===== src/rtl/cpu_memwb_stage_if.sv =====
// MEM-to-WB bundle for the 5-stage CPU.
// The MEM stage drives it (master); the MEM/WB register receives it (slave).
interface cpu_memwb_stage_if #(
    parameter int DW = 16,
    parameter int RW = 4
);
    logic          mem_valid;
    logic [DW-1:0] mem_aluOut;
    logic [DW-1:0] mem_dataOut;
    logic [DW-1:0] mem_pcPlus2;
    logic          mem_regWrite;
    logic [1:0]    mem_wbSel;
    logic [RW-1:0] mem_rd;
    logic          mem_halt;

    modport master (
        output mem_valid,
        output mem_aluOut,
        output mem_dataOut,
        output mem_pcPlus2,
        output mem_regWrite,
        output mem_wbSel,
        output mem_rd,
        output mem_halt
    );

    modport slave (
        input mem_valid,
        input mem_aluOut,
        input mem_dataOut,
        input mem_pcPlus2,
        input mem_regWrite,
        input mem_wbSel,
        input mem_rd,
        input mem_halt
    );
endinterface


===== src/rtl/cpu_memwb_stage.sv =====
// MEM/WB pipeline register, writeback select and HLT retirement tracking.
// Optional retired-instruction counter enabled by defining WB_RETIRE_CNT_EN.
module cpu_memwb_stage #(
    parameter int DW = 16,
    parameter int RW = 4
) (
    input  logic                 clk,
    input  logic                 rst,
    input  logic                 stall,
    input  logic                 flush,
    cpu_memwb_stage_if.slave     mem,
    output logic                 WB_valid,
    output logic                 WB_regWrite,
    output logic [RW-1:0]        WB_rd,
    output logic [DW-1:0]        WB_fdata,
    output logic                 halted,
    output logic [15:0]          retire_count
);

    typedef struct packed {
        logic          valid;
        logic          regWrite;
        logic [1:0]    wbSel;
        logic [RW-1:0] rd;
        logic          halt;
        logic [DW-1:0] aluOut;
        logic [DW-1:0] dataOut;
        logic [DW-1:0] pcPlus2;
    } stage_t;

    typedef enum logic {
        RUN    = 1'b0,
        HALTED = 1'b1
    } state_t;

    stage_t stageQ;
    stage_t stageD;
    state_t stateQ;
    state_t stateD;

    logic retire;
    logic haltRetire;

    // The WB instruction leaves the stage; HLT leaving ends execution
    always_comb begin
        retire     = stageQ.valid & ~stall;
        haltRetire = retire & stageQ.halt & (stateQ == RUN);
    end

    // Next stage contents: halt/flush bubble, stall hold, or capture
    always_comb begin
        stageD = stageQ;
        if ((stateQ == HALTED) || haltRetire || flush) begin
            stageD.valid    = 1'b0;
            stageD.regWrite = 1'b0;
            stageD.halt     = 1'b0;
        end else if (!stall) begin
            stageD.valid    = mem.mem_valid;
            stageD.regWrite = mem.mem_regWrite;
            stageD.wbSel    = mem.mem_wbSel;
            stageD.rd       = mem.mem_rd;
            stageD.halt     = mem.mem_halt;
            stageD.aluOut   = mem.mem_aluOut;
            stageD.dataOut  = mem.mem_dataOut;
            stageD.pcPlus2  = mem.mem_pcPlus2;
        end
    end

    // Stage register
    always_ff @(posedge clk) begin
        if (rst) begin
            stageQ <= '0;
        end else begin
            stageQ <= stageD;
        end
    end

    // Halt FSM state register
    always_ff @(posedge clk) begin
        if (rst) begin
            stateQ <= RUN;
        end else begin
            stateQ <= stateD;
        end
    end

    // Halt FSM next state; only reset leaves HALTED
    always_comb begin
        stateD = stateQ;
        unique case (stateQ)
            RUN: begin
                if (haltRetire) begin
                    stateD = HALTED;
                end
            end
            HALTED: begin
                stateD = HALTED;
            end
            default: begin
                stateD = RUN;
            end
        endcase
    end

    // Halt FSM outputs
    always_comb begin
        halted = (stateQ == HALTED);
    end

    // Register-file write port; R0 writes are never issued
    always_comb begin
        WB_valid    = stageQ.valid;
        WB_regWrite = stageQ.valid & stageQ.regWrite & (|stageQ.rd);
        WB_rd       = stageQ.rd;
    end

    // Writeback source select, also feeds MEM-stage forwarding
    always_comb begin
        WB_fdata = stageQ.aluOut;
        unique case (stageQ.wbSel)
            2'b00:   WB_fdata = stageQ.aluOut;
            2'b01:   WB_fdata = stageQ.dataOut;
            2'b10:   WB_fdata = stageQ.pcPlus2;
            default: WB_fdata = stageQ.aluOut;
        endcase
    end

`ifdef WB_RETIRE_CNT_EN
    logic [15:0] retireCnt;

    // Count retiring instructions until the CPU halts
    always_ff @(posedge clk) begin
        if (rst) begin
            retireCnt <= 16'h0000;
        end else if (retire && (stateQ == RUN)) begin
            retireCnt <= retireCnt + 16'd1;
        end
    end

    assign retire_count = retireCnt;
`else
    assign retire_count = 16'h0000;
`endif

endmodule

===== src/flat_wrapper.sv =====
// flat-port wrapper written by rule: the top's interface ports become plain ports
module cpu_memwb_stage_flat 
#(
    parameter int DW = 16,
    parameter int RW = 4
)
  (clk, rst, stall, flush, WB_valid, WB_regWrite, WB_rd, WB_fdata, halted, retire_count, mem_mem_valid, mem_mem_aluOut, mem_mem_dataOut, mem_mem_pcPlus2, mem_mem_regWrite, mem_mem_wbSel, mem_mem_rd, mem_mem_halt);
  cpu_memwb_stage_if #(.DW(DW), .RW(RW)) mem_i ();
  input  logic clk;
  input  logic rst;
  input  logic stall;
  input  logic flush;
  output logic WB_valid;
  output logic WB_regWrite;
  output logic [RW-1:0] WB_rd;
  output logic [DW-1:0] WB_fdata;
  output logic halted;
  output logic [15:0] retire_count;
  input wire logic [$bits(mem_i.mem_valid)-1:0] mem_mem_valid;
  input wire logic [$bits(mem_i.mem_aluOut)-1:0] mem_mem_aluOut;
  input wire logic [$bits(mem_i.mem_dataOut)-1:0] mem_mem_dataOut;
  input wire logic [$bits(mem_i.mem_pcPlus2)-1:0] mem_mem_pcPlus2;
  input wire logic [$bits(mem_i.mem_regWrite)-1:0] mem_mem_regWrite;
  input wire logic [$bits(mem_i.mem_wbSel)-1:0] mem_mem_wbSel;
  input wire logic [$bits(mem_i.mem_rd)-1:0] mem_mem_rd;
  input wire logic [$bits(mem_i.mem_halt)-1:0] mem_mem_halt;
  assign mem_i.mem_valid = mem_mem_valid;
  assign mem_i.mem_aluOut = mem_mem_aluOut;
  assign mem_i.mem_dataOut = mem_mem_dataOut;
  assign mem_i.mem_pcPlus2 = mem_mem_pcPlus2;
  assign mem_i.mem_regWrite = mem_mem_regWrite;
  assign mem_i.mem_wbSel = mem_mem_wbSel;
  assign mem_i.mem_rd = mem_mem_rd;
  assign mem_i.mem_halt = mem_mem_halt;
  cpu_memwb_stage #(.DW(DW), .RW(RW)) u_core (.clk(clk), .rst(rst), .stall(stall), .flush(flush), .mem(mem_i), .WB_valid(WB_valid), .WB_regWrite(WB_regWrite), .WB_rd(WB_rd), .WB_fdata(WB_fdata), .halted(halted), .retire_count(retire_count));
endmodule

===== config.mk =====
export PLATFORM = sky130hd
export DESIGN_NAME = cpu_memwb_stage_flat
export DESIGN_NICKNAME = d
export VERILOG_FILES = /design/src/rtl/cpu_memwb_stage_if.sv /design/src/rtl/cpu_memwb_stage.sv /design/src/flat_wrapper.sv
export SDC_FILE = /design/constraint.sdc
export NUM_CORES = 1
export LEC_CHECK = 0
export ABC_AREA = 0
export CAP_MARGIN = 20
export CORE_MARGIN = 8
export CORE_UTILIZATION = 35
export CTS_BUF_LIST = sky130_fd_sc_hd__clkbuf_4 sky130_fd_sc_hd__clkbuf_8
export CTS_CLUSTER_DIAMETER = 60
export DETAILED_ROUTE_END_ITERATION = 7
export PLACE_DENSITY = 0.64
export SLEW_MARGIN = 15
export SYNTH_ARGS = -nofsm -noshare
export SYNTH_HDL_FRONTEND = slang
export SYNTH_SLANG_ARGS = --single-unit

===== constraint.sdc =====
create_clock -name clk -period 1.25 [get_ports clk]
set_input_delay 0.125 -clock clk [delete_from_list [all_inputs] [get_ports clk]]
set_output_delay 0.125 -clock clk [all_outputs]
set_load 0.05 [all_outputs]

# [After elaboration in Yosys (flattened, before gate mapping)]
# Index checks and enable logic that the tools add are counted.
[word_totals] reg_bits=58 in_bits=61 out_inout_bits=39 word_cells=27
[classes] n_eq_ne=2 mux=3 bitwise_logic=8 n_reduce_logical=5
[ops] op="one-hot mux 16 bit (2 select lines)" count=1
[ops] op="bitwise AND 1 bit" count=5
[ops] op="OR reduction 4 bit" count=1
[ops] op="NOT 1 bit" count=3
[ops] op="equality test 2 x 1 -> 1 bit, second input constant" count=1
[ops] op="equality test 2 bit, second input constant" count=1
[ops] op="logical OR 1 bit" count=2
[ops] op="one-hot mux 1 bit (2 select lines)" count=1
[ops] op="AND reduction 2 bit" count=1
[ops] op="OR reduction 2 bit" count=1
[ops] op="two-way mux 1 bit" count=1

# [Depth between registers and ports, before layout]
[depth] ltp_word=8 mapped_depth=6 ltp_nobuf=4

# [Least setup slack after synthesis]
# Ideal clock, no wire load.
[synth_path] kind="reg-to-output" from="register u_core.stageQ[53] (netlist bit)" to="output WB_fdata[2]" arrival_ps=2206 required_time_ps=1125 slack_ps=-1081 path_stages_with_launch=7 cell_sequence="dfxtp_1 -> inv_1 -> ha_1 -> clkbuf_1 -> clkbuf_1 -> a22oi_1 -> o21ai_0"
[synth_between] elab_chain_len=2 elab_cells_between_ends=3
[synth_rtl] item="from (decl)" line_no="cpu_memwb_stage.sv:36" text="stage_t stageQ;"
[synth_rtl] item="from (signal assigned)" line_no="cpu_memwb_stage.sv:74" text="stageQ <= stageD;"
[synth_rtl] item="equality test 2 bit / equality test 2 x 1 -> 1 bit (equally long branches)" line_no="cpu_memwb_stage.sv:120" text="unique case (stageQ.wbSel)"
[synth_rtl] item="one-hot mux 16 bit (2 select lines) *" line_no="cpu_memwb_stage.sv:120"
[synth_rtl] item="to (decl)" line_no="flat_wrapper.sv:16" text="output logic [DW-1:0] WB_fdata;"
# Mark *: on every way between the ends. The rest lies on a longest branch, timed or not.

# [Final worst setup path]
[layout_path] from="register u_core.stageQ[53] (netlist bit)" to="output WB_fdata[9]"
# Same word-level chain as after synthesis.

==> results.json <==
{
  "drt-total-wl_um": 8400,
  "wl_per_cell_um": 15.4,
  "hold_ws_ns": 0.275,
  "clock-sinks": 58,
  "die-width_um": 110,
  "power_frac_comb_pct": 25.8,
  "p_leak_nw": 1.95,
  "grt_pass1_vias": 2705,
  "diodes": 0,
  "antenna_left": 0,
  "initial_core_util_pct": 36.0,
  "grtUsageMet1_pct": 16.6,
  "cp_max_fo": 8,
  "hold_viol_final": 0,
  "min-delay-start": "rst",
  "postLayoutSetupSlackWorst_ns": -0.464,
  "gp_congestion": 0.744,
  "ys_seq_area_share_pct": 37.2,
  "via_per_inst": 4.62,
  "groute.usage.overall_pct": 13.7,
  "portBuffers": 83,
  "cts.path.max_buffers": 2,
  "intPower_mw": 3.77,
  "cts_tree": "done",
  "status": "finished, violations left",
  "drc": 0,
  "cp-start-kind": "register",
  "top_usage_layer": "met2",
  "power_density_mw_per_mm2": 1010,
  "switching_share_pct": 27.5,
  "ys_ff_latch": 58,
  "reg2reg_depth": 5,
  "ir_worst_vdd_mv": 0.514,
  "rr_endpoint": "u_core.stageQ[54]",
  "regToRegSetupSlack_ns": -0.19,
  "grt_max_degree": 55,
  "vias": 2515,
  "grt_antenna_before_repair": 0,
  "syn_to_final_growth_pct": 65.3,
  "rows": 34,
  "grtUsageMet3_pct": 3.90,
  "holdBufCountCts": 0,
  "syn_inst": 331,
  "hp-class": "in -> reg",
  "grt_pass1_wl_um": 13600,
  "finalClockSkew_ns": 0.00901,
  "synthTopCellsByArea": "dfxtp_1, nand2b_1, mux2i_1",
  "grt_overflow": 0,
  "place_ws_ns": -0.376,
  "finalCritPeriodShare_pct": 137,
  "clock_latency_ns": 0.34,
  "drtIter0Drc": 64,
  "drive_above_1_share_pct": 31.0,
  "die_h_um": 110,
  "p_clk_share_pct": 35.5,
  "critPathKind": "reg -> out",
  "rsz0062_at_grt": "true",
  "pwr-share-seq_pct": 38.7,
  "htree_levels": 3,
  "arrival_ns": 1.59,
  "setup_violations": 71,
  "multi_input_area_sq_mm": 0.00204,
  "syn_area_sq_mm": 0.00312,
  "r2r-start": "u_core.stageQ[48]",
  "drv_slew": 0,
  "synth.distinct_cells": 21,
  "ios": 100,
  "grtUsageMet2_pct": 22.4,
  "path_clk_slew_ns": 0.07,
  "yosysWarnings": 0,
  "tns_ns": -15.66,
  "fp.dieArea_sq_mm": 0.0122,
  "postSynthAreaPerCell_sq_um": 9.44,
  "layout.nets": 494,
  "synth_top_area_cell": "dfxtp_1",
  "seq_area_sq_mm": 0.00119,
  "nFillCells": 742,
  "yosys.area.top_type_share_pct": 37.2,
  "violations": "setup timing",
  "power_switching_mw": 1.43,
  "numCtsBuffers": 9,
  "fmax_ghz": 0.583,
  "drt_pass1_iterations": 4,
  "cts-root-buf": "clkbuf_8",
  "cp-end-kind": "primary output",
  "fin_crit_ns": 1.71,
  "hold_depth": 2,
  "hpwl_um": 5860,
  "required_ns": 1.12,
  "drv_cap": 0,
  "min_to": "u_core.halted",
  "core_area_sq_mm": 0.00868
}
synthesized netlist by cell type:
cell         n
inv_1        2
nand2_1     17
clkbuf_1    19
mux2i_1     57
nor3_1       3
nor2_1       1
nor4_1       1
a2111oi_4    1
o21ai_0     14
buf_4       20
and3b_2      1
o21ai_1      2
or3_1        1
dfxtp_1     58
nand2b_1   108
conb_1       1
o21ba_1      1
buf_8        1
a22oi_1     16
buf_12       5
ha_1         2
final cells by class:
type,instances,area share [%]
Clock buffer,14,3.49
Multi-Input combinational cell,241,39.5
Clock inverter,2,0.679
Sequential cell,58,23.0
Tap cell,108,2.62
Timing Repair Buffer,119,30.6
Inverter,2,0.145
timing repair:
| item | in CTS | in global routing |
|---|---|---|
| cloned | 5 | 2 |
| buffers inserted | 8 | 3 |
| gates resized for setup | 42 | 16 |
| pin swaps | 16 | 16 |
| setup endpoints to repair | 69 | 71 |
power groups by stage:
stage | Combinational, mW | Sequential (mW) | Clock [mW]
after CTS | 1.32 | 2.01 | 1.88
after global placement | 1.18 | 2.04 | 0
after detailed placement | 1.19 | 2.04 | 0
after global routing | 1.42 | 2.02 | 1.97
after floorplan | 0.780 | 2.03 | 0
final | 1.34 | 2.01 | 1.84
stage by stage:
| step | total power, mW | area, sq um | util (%) | instances |
|---|---|---|---|---|
| after floorplan | 2.81 | 3530 | - | 346 |
| after global routing | 5.41 | 5160 | 59.5 | 544 |
| after detailed placement | 3.24 | 4570 | 52.6 | 514 |
| final | 5.20 | 5160 | 59.5 | 544 |
| after CTS | 5.22 | 5140 | 59.3 | 543 |
| after global placement | 3.22 | 4570 | 52.6 | 514 |
cells in the final DEF, fill, tap and decap left out, drive strengths merged, types with 2 or more instances in the layout:
master         instances
ha                     2
nand2b               108
nand2                 17
mux2i                 57
nor3                   3
clkbuf                17
buf                   57
conb                  16
o21ai                 16
a22oi                 16
inv                    2
clkdlybuf4s50         59
dfxtp                 58
how the worst max path moves through the flow:
stage,from,depth (start not counted),end,slack [ns]
floorplan,u_core.stageQ[54],6,WB_fdata[10],-0.08
global placement,stall,5,u_core.stageQ[3],-0.33
detailed placement,stall,5,u_core.stageQ[3],-0.38
CTS,u_core.stageQ[53],6,WB_fdata[9],-0.46
global route,u_core.stageQ[53],6,WB_fdata[9],-0.51
finish,u_core.stageQ[53],6,WB_fdata[9],-0.46
cells by family (layout without fill, tap and decap cells):
logic type,count (synthesis),after routing,share of synthesized area (%)
adder cells (fa/ha/maj),2,2,0.801
multiplexers,57,57,18.3
buffers and inverters,47,137,11.0
other,1,16,0.120
AO/OA/AOI/OAI,34,34,7.61
flip-flops,58,58,37.2
AND/OR/NAND/NOR,132,132,25.0
flip-flops by register name (all words and copies together) (netlist names):
signal / count
u_core.WB_rd: 4
u_core.WB_valid: 1
u_core.halted: 1
u_core.stageQ: 52
worst max-delay path, stage by stage, from the launching register on:
cell     delay (ns)
dfxtp_4        0.37
inv_2          0.05
ha_4           0.19
buf_12         0.15
a22oi_2        0.26
o21ai_4        0.09
buf_12         0.15
routing by layer:
metal  vias to the layer above  share of wire, %
li1                       1265                 -
met4                         0               1.3
met1                      1184                46
met2                        59                48
met3                         7               4.0
met5                         -                 0
(Power assumes the default switching activity.)
==> patch 1 (same settings) <==
`RW` is set to 4 in 3 places; all go to 8.
--- a/src/rtl/cpu_memwb_stage_if.sv
+++ b/src/rtl/cpu_memwb_stage_if.sv
@@ -3,5 +3,5 @@
 interface cpu_memwb_stage_if #(
     parameter int DW = 16,
-    parameter int RW = 4
+    parameter int RW = 8
 );
     logic          mem_valid;
--- a/src/rtl/cpu_memwb_stage.sv
+++ b/src/rtl/cpu_memwb_stage.sv
@@ -3,5 +3,5 @@
 module cpu_memwb_stage #(
     parameter int DW = 16,
-    parameter int RW = 4
+    parameter int RW = 8
 ) (
     input  logic                 clk,
--- a/src/flat_wrapper.sv
+++ b/src/flat_wrapper.sv
@@ -3,5 +3,5 @@
 #(
     parameter int DW = 16,
-    parameter int RW = 4
+    parameter int RW = 8
 )
   (clk, rst, stall, flush, WB_valid, WB_regWrite, WB_rd, WB_fdata, halted, retire_count, mem_mem_valid, mem_mem_aluOut, mem_mem_dataOut, mem_mem_pcPlus2, mem_mem_regWrite, mem_mem_wbSel, mem_mem_rd, mem_mem_halt);
Interface: changed (resized WB_rd and mem_mem_rd); port bits go from 100 to 108. No check against the original RTL was run, so the function may have changed too.
==> patch 1 against the original RTL <==
  * The flow still finishes with violations (setup timing)
  * Cell count grew 3.9%
  * Synthesized cell count increased by 6.9%
  * First-iteration DRC count up 53%
  * Sequential cell count rose by 4
  * Synthesized area is 5.0% higher
  * Cell area is 4.6% higher
  * Worst setup slack worse by 0.015 ns
  * Power up 6.1%
  * Fmax down 0.86%
  * Wire length rose by 4.5%
  * Critical path type unchanged
==> patch 1: results (changes against the original RTL) <==
GRT
  • Met1 GRT Util: 0.158 (-0.00819)
  • First-pass GRT wire length: 14.1 mm (+3.2%)
  • Gr usage total: 0.139 (+0.00262)
  • Largest net degree at the start of global routing: 65 (+18%)
  • GRT met2 Usage: 0.235 (+0.0105)

Placement
  • Post-DP Area: 4820 µm² (+5.6%)
  • DP Wirelength: 6.08 mm (+3.8%)

Yosys
  • Ranking of synthesized cells by area: dfxtp_1 (38%), nand2b_1 (22%), mux2i_1 (19%)
  • Mux cell area share after synthesis: 0.186 (+0.00357)
  • Unique masters post-synth: 20 (-4.8%)
  • Compound-Gate Fraction of Synth Area: 0.0740 (-0.00208)
  • Average size of a mapped cell: 9.26 µm² (-1.9%)
  • Commonest cells post-synth: nand2b_1 (116), dfxtp_1 (62), mux2i_1 (61)

Final layout
  • # nets final: 517 (+4.7%)
  • Fill cells: 749 (+0.94%)

Routing
  • Initial DRC count: 98 (+53%)
  • Total number of vias: 2624 (+4.3%)
  • WL met2: 4.21 mm (+3.7%)

Run status
  • Status: finished with violations
  • Failing checks: setup timing

Power
  • Worst VDD drop: 0.479 mV (-7.0%)

Timing
  • Worst Slack Setup Final: -0.479 ns (-0.0148 ns)
  • Setup violators final: 75 (+5.6%)

Setup path
  • CP top delay family: buffers and inverters
  • Max FO, Critical Path: 9 (+1)

Clock network
  • Post CTS Setup Buffer Count: 6 (-2)
## patch 1: area by class of cell
cell class                 count  area [µm²]  area share
multi-input combinational    254        2130       0.394
timing repair buffer         121        1640       0.303
tap                          111         139      0.0257
sequential                    62        1270       0.235
inverter                       2        10.0     0.00185
clock inverter                 4        70.1      0.0130
clock buffer                  11         151      0.0280
## patch 1: final timing paths
path | slack, ns | cells past startpoint | startpoint | end
min reg2reg | 0.48 | 2 | u_core.stageQ[34] | u_core.stageQ[34]
max reg2reg | -0.17 | 4 | u_core.WB_valid | u_core.stageQ[6]
min | 0.34 | 3 | rst | u_core.stageQ[15]
max | -0.48 | 5 | u_core.stageQ[57] | WB_fdata[15]
## patch 1: power breakdown
group / switching, mW / internal [mW]
Clock: 0.747 / 1.21
Sequential: 0.0827 / 2.07
Combinational: 0.674 / 0.726
## patch 1: worst register-to-register path: stages (launching register included)
cell and delay [ns]:
dfxtp_4 0.35, a2111oi_4 0.41, buf_6 0.22, buf_12 0.15, mux2i_1 0.22
==> patch 2 (same flow settings) <==
Made on the original files. Build with the macro `WB_RETIRE_CNT_EN` defined.
--- a/src/rtl/cpu_memwb_stage.sv
+++ b/src/rtl/cpu_memwb_stage.sv
@@ -1,4 +1,6 @@
 // MEM/WB pipeline register, writeback select and HLT retirement tracking.
 // Optional retired-instruction counter enabled by defining WB_RETIRE_CNT_EN.
+`define WB_RETIRE_CNT_EN
+
 module cpu_memwb_stage #(
     parameter int DW = 16,
Formal check against the unedited RTL: not equivalent (a bounded check fails within 4 cycles, from zero or initial values and one cycle with rst high).
==> patch 2 against the original RTL <==
  * The run still ends with setup timing left
  * Wire length increased by 66%
  * Power is 18% higher
  * Worst setup slack lost 0.10 ns
  * Synthesized area rose by 0.20%
  * Sequential power rose by 23%
  * Cell area rose by 31%
  * Sequential cell count increased by 16
==> patch 2: results (changes against the original RTL) <==
Timing
  • Layout Skew: 0.0115 ns (+0.00253 ns)
  • Setup violators final: 87 (+23%)
  • Worst Slack Setup Final: -0.565 ns (-0.101 ns)
  • Slew @ Worst Pin: 0.702 ns

Yosys
  • Unique masters post-synth: 32 (+52%)
  • Synth async-reset ratio: 0 (unchanged)
  • Average size of a mapped cell: 7.78 µm² (-17%)
  • Warnings, synthesis: 0 (unchanged)
  • Seq/Total Area, Yosys: 0.473 (+0.102)
  • Ranking of synthesized cells by area: dfxtp_1 (47%), nand2_1 (16%), a21oi_1 (9.3%)
  • Commonest cells post-synth: nand2_1 (130), dfxtp_1 (74), a21oi_1 (58)
  • Top FF cell, synth: dfxtp_1

Setup path
  • R2R depth: 7 (+2)
  • CP max-delay cell: dfxtp_2
  • Startpoint of the worst register-to-register path: u_core.halted
  • Worst path arrival time: 1.69 ns (+0.10 ns)
  • Reg2Reg Setup Slack: -0.24 ns (-0.05 ns)
  • Worst R2R End: u_core.stageQ[31]

Routing
  • Initial DRC count: 223 (+250%)
  • Total number of vias: 3609 (+43%)
  • WL final: 13.9 mm (+66%)
  • WL met2: 6.99 mm (+72%)
  • Met3 wire len: 851 µm (+150%)
  • Initial DRT Pass Iterations: 4 (unchanged)
  • Drt wl/cell: 20.5 µm (+33%)
  • Metal-1 WL: 5.73 mm (+47%)

Placement
  • GPL Wtd Cong: 0.874 (+17%)
  • Placed Cells: 626 (+22%)
  • Post-place setup slack: -0.503 ns (-0.127 ns)
  • DP Wirelength: 7.29 mm (+25%)
  • IO Port Bufs: 99 (+19%)
  • Post-DP Area: 5210 µm² (+14%)

Min path
  • Worst Hold End: u_core.WB_valid
  • Cell depth of the worst hold path: 3 (+1)

GRT
  • Largest net degree at the start of global routing: 46 (-16%)
  • Gr usage total: 0.181 (+0.0443)
  • Vias in the first global route: 3519 (+30%)
  • First-pass GRT wire length: 18.1 mm (+33%)
  • Initial antenna violation count: 0 (unchanged)

Clock network
  • CTS max path bufs: 2 (unchanged)
  • Clk_lat worst skew: 0.36 ns (+0.02 ns)

Power
  • Worst VDD drop: 0.682 mV (+33%)
  • Leakage power: 2.60 nW (+33%)

Run status
  • Status: finished with violations
  • Failing checks: setup timing

Final layout
  • Fill cells: 481 (-35%)
  • # nets final: 629 (+27%)
  • Layout cells sized above 1: 0.551 (+0.241)
  • N_diodes: 0 (unchanged)
==> patch 2: changes by cell type after synthesis, moves of 6 or more <==
| cell | unedited run | this run |
|---|---|---|
| nand2_1 | 17 | 130 |
| nand2b_1 | 108 | 0 |
| a21oi_1 | 0 | 58 |
| mux2i_1 | 57 | 4 |
| nor2_1 | 1 | 18 |
| buf_4 | 20 | 4 |
| dfxtp_1 | 58 | 74 |
| buf_2 | 0 | 7 |
| nand3_1 | 0 | 6 |
| o21ai_0 | 14 | 20 |
==> patch 2: worst max-delay path by stage <==
stage / start / to / slack, ns / cells after the start
floorplan: u_core.WB_valid / u_core.retire_count[9] / -0.32 / 4
detailed placement: stall / u_core.retire_count[6] / -0.50 / 4
CTS: u_core.stageQ[53] / WB_fdata[10] / -0.52 / 7
global placement: stall / u_core.retire_count[6] / -0.44 / 4
finish: u_core.stageQ[53] / WB_fdata[13] / -0.57 / 6
global route: u_core.stageQ[53] / WB_fdata[15] / -0.62 / 6
==> patch 2: kinds of logic after synthesis <==
logic type               share of synthesized area
adder cells (fa/ha/maj)                     0.0120
buffers and inverters                       0.0484
XOR/XNOR                                    0.0280
multiplexers                                0.0128
AO/OA/AOI/OAI                                0.170
AND/OR/NAND/NOR                              0.256
flip-flops                                   0.473
==> patch 2: layer usage <==
layer / vias up / GRT usage
li1: 1686 / -
met2: 134 / 0.296
met5: - / 0
met3: 23 / 0.0384
met4: 0 / 0.0793
met1: 1766 / 0.223
==> patch 2: cell type report <==
type | count | share of cell area
repair buffers | 184 | 0.355
multi-input cells | 294 | 0.359
clock inverters | 3 | 0.0102
inverters | 2 | 0.00111
well taps | 108 | 0.0200
clock buffers | 13 | 0.0264
flip-flops and latches | 74 | 0.228
==> patch 2: critical path: cells and delay by family (launching register included) <==
kind	cells	cell delay (ns)
AOI/OAI and AO/OA	2	0.41
adders and majority gates	1	0.19
buffers and inverters	3	0.35
DFF	1	0.37
==> patch 2: metrics by stage <==
stage / util / hold WS (ns) / setup TNS [ns]
global route: 0.780 / 0.134 / -23.68
CTS: 0.686 / 0.126 / -8.52
detailed placement: 0.600 / 0.450 / -30.57
global placement: 0.600 / 0.443 / -27.96
floorplan: - / 0.253 / -2.66
finish: 0.780 / 0.146 / -18.81
==> patch 2: repair_timing <==
| action | in CTS | in global routing |
|---|---|---|
| buffers inserted | 15 | 12 |
| cloned | 5 | 8 |
| pin swaps | 17 | 91 |
| endpoints found under the setup margin | 88 | 84 |
| gates resized for setup | 58 | 144 |
==> patch 2: where the power goes <==
part / total, mW / internal [mW] / leakage (nW) / switching (mW)
registers: 2.48 / 2.41 / 0.616 / 0.0694
clock network: 2.29 / 1.35 / 0.126 / 0.942
logic: 1.36 / 0.692 / 1.86 / 0.671
total: 6.13 / 4.45 / 2.60 / 1.68
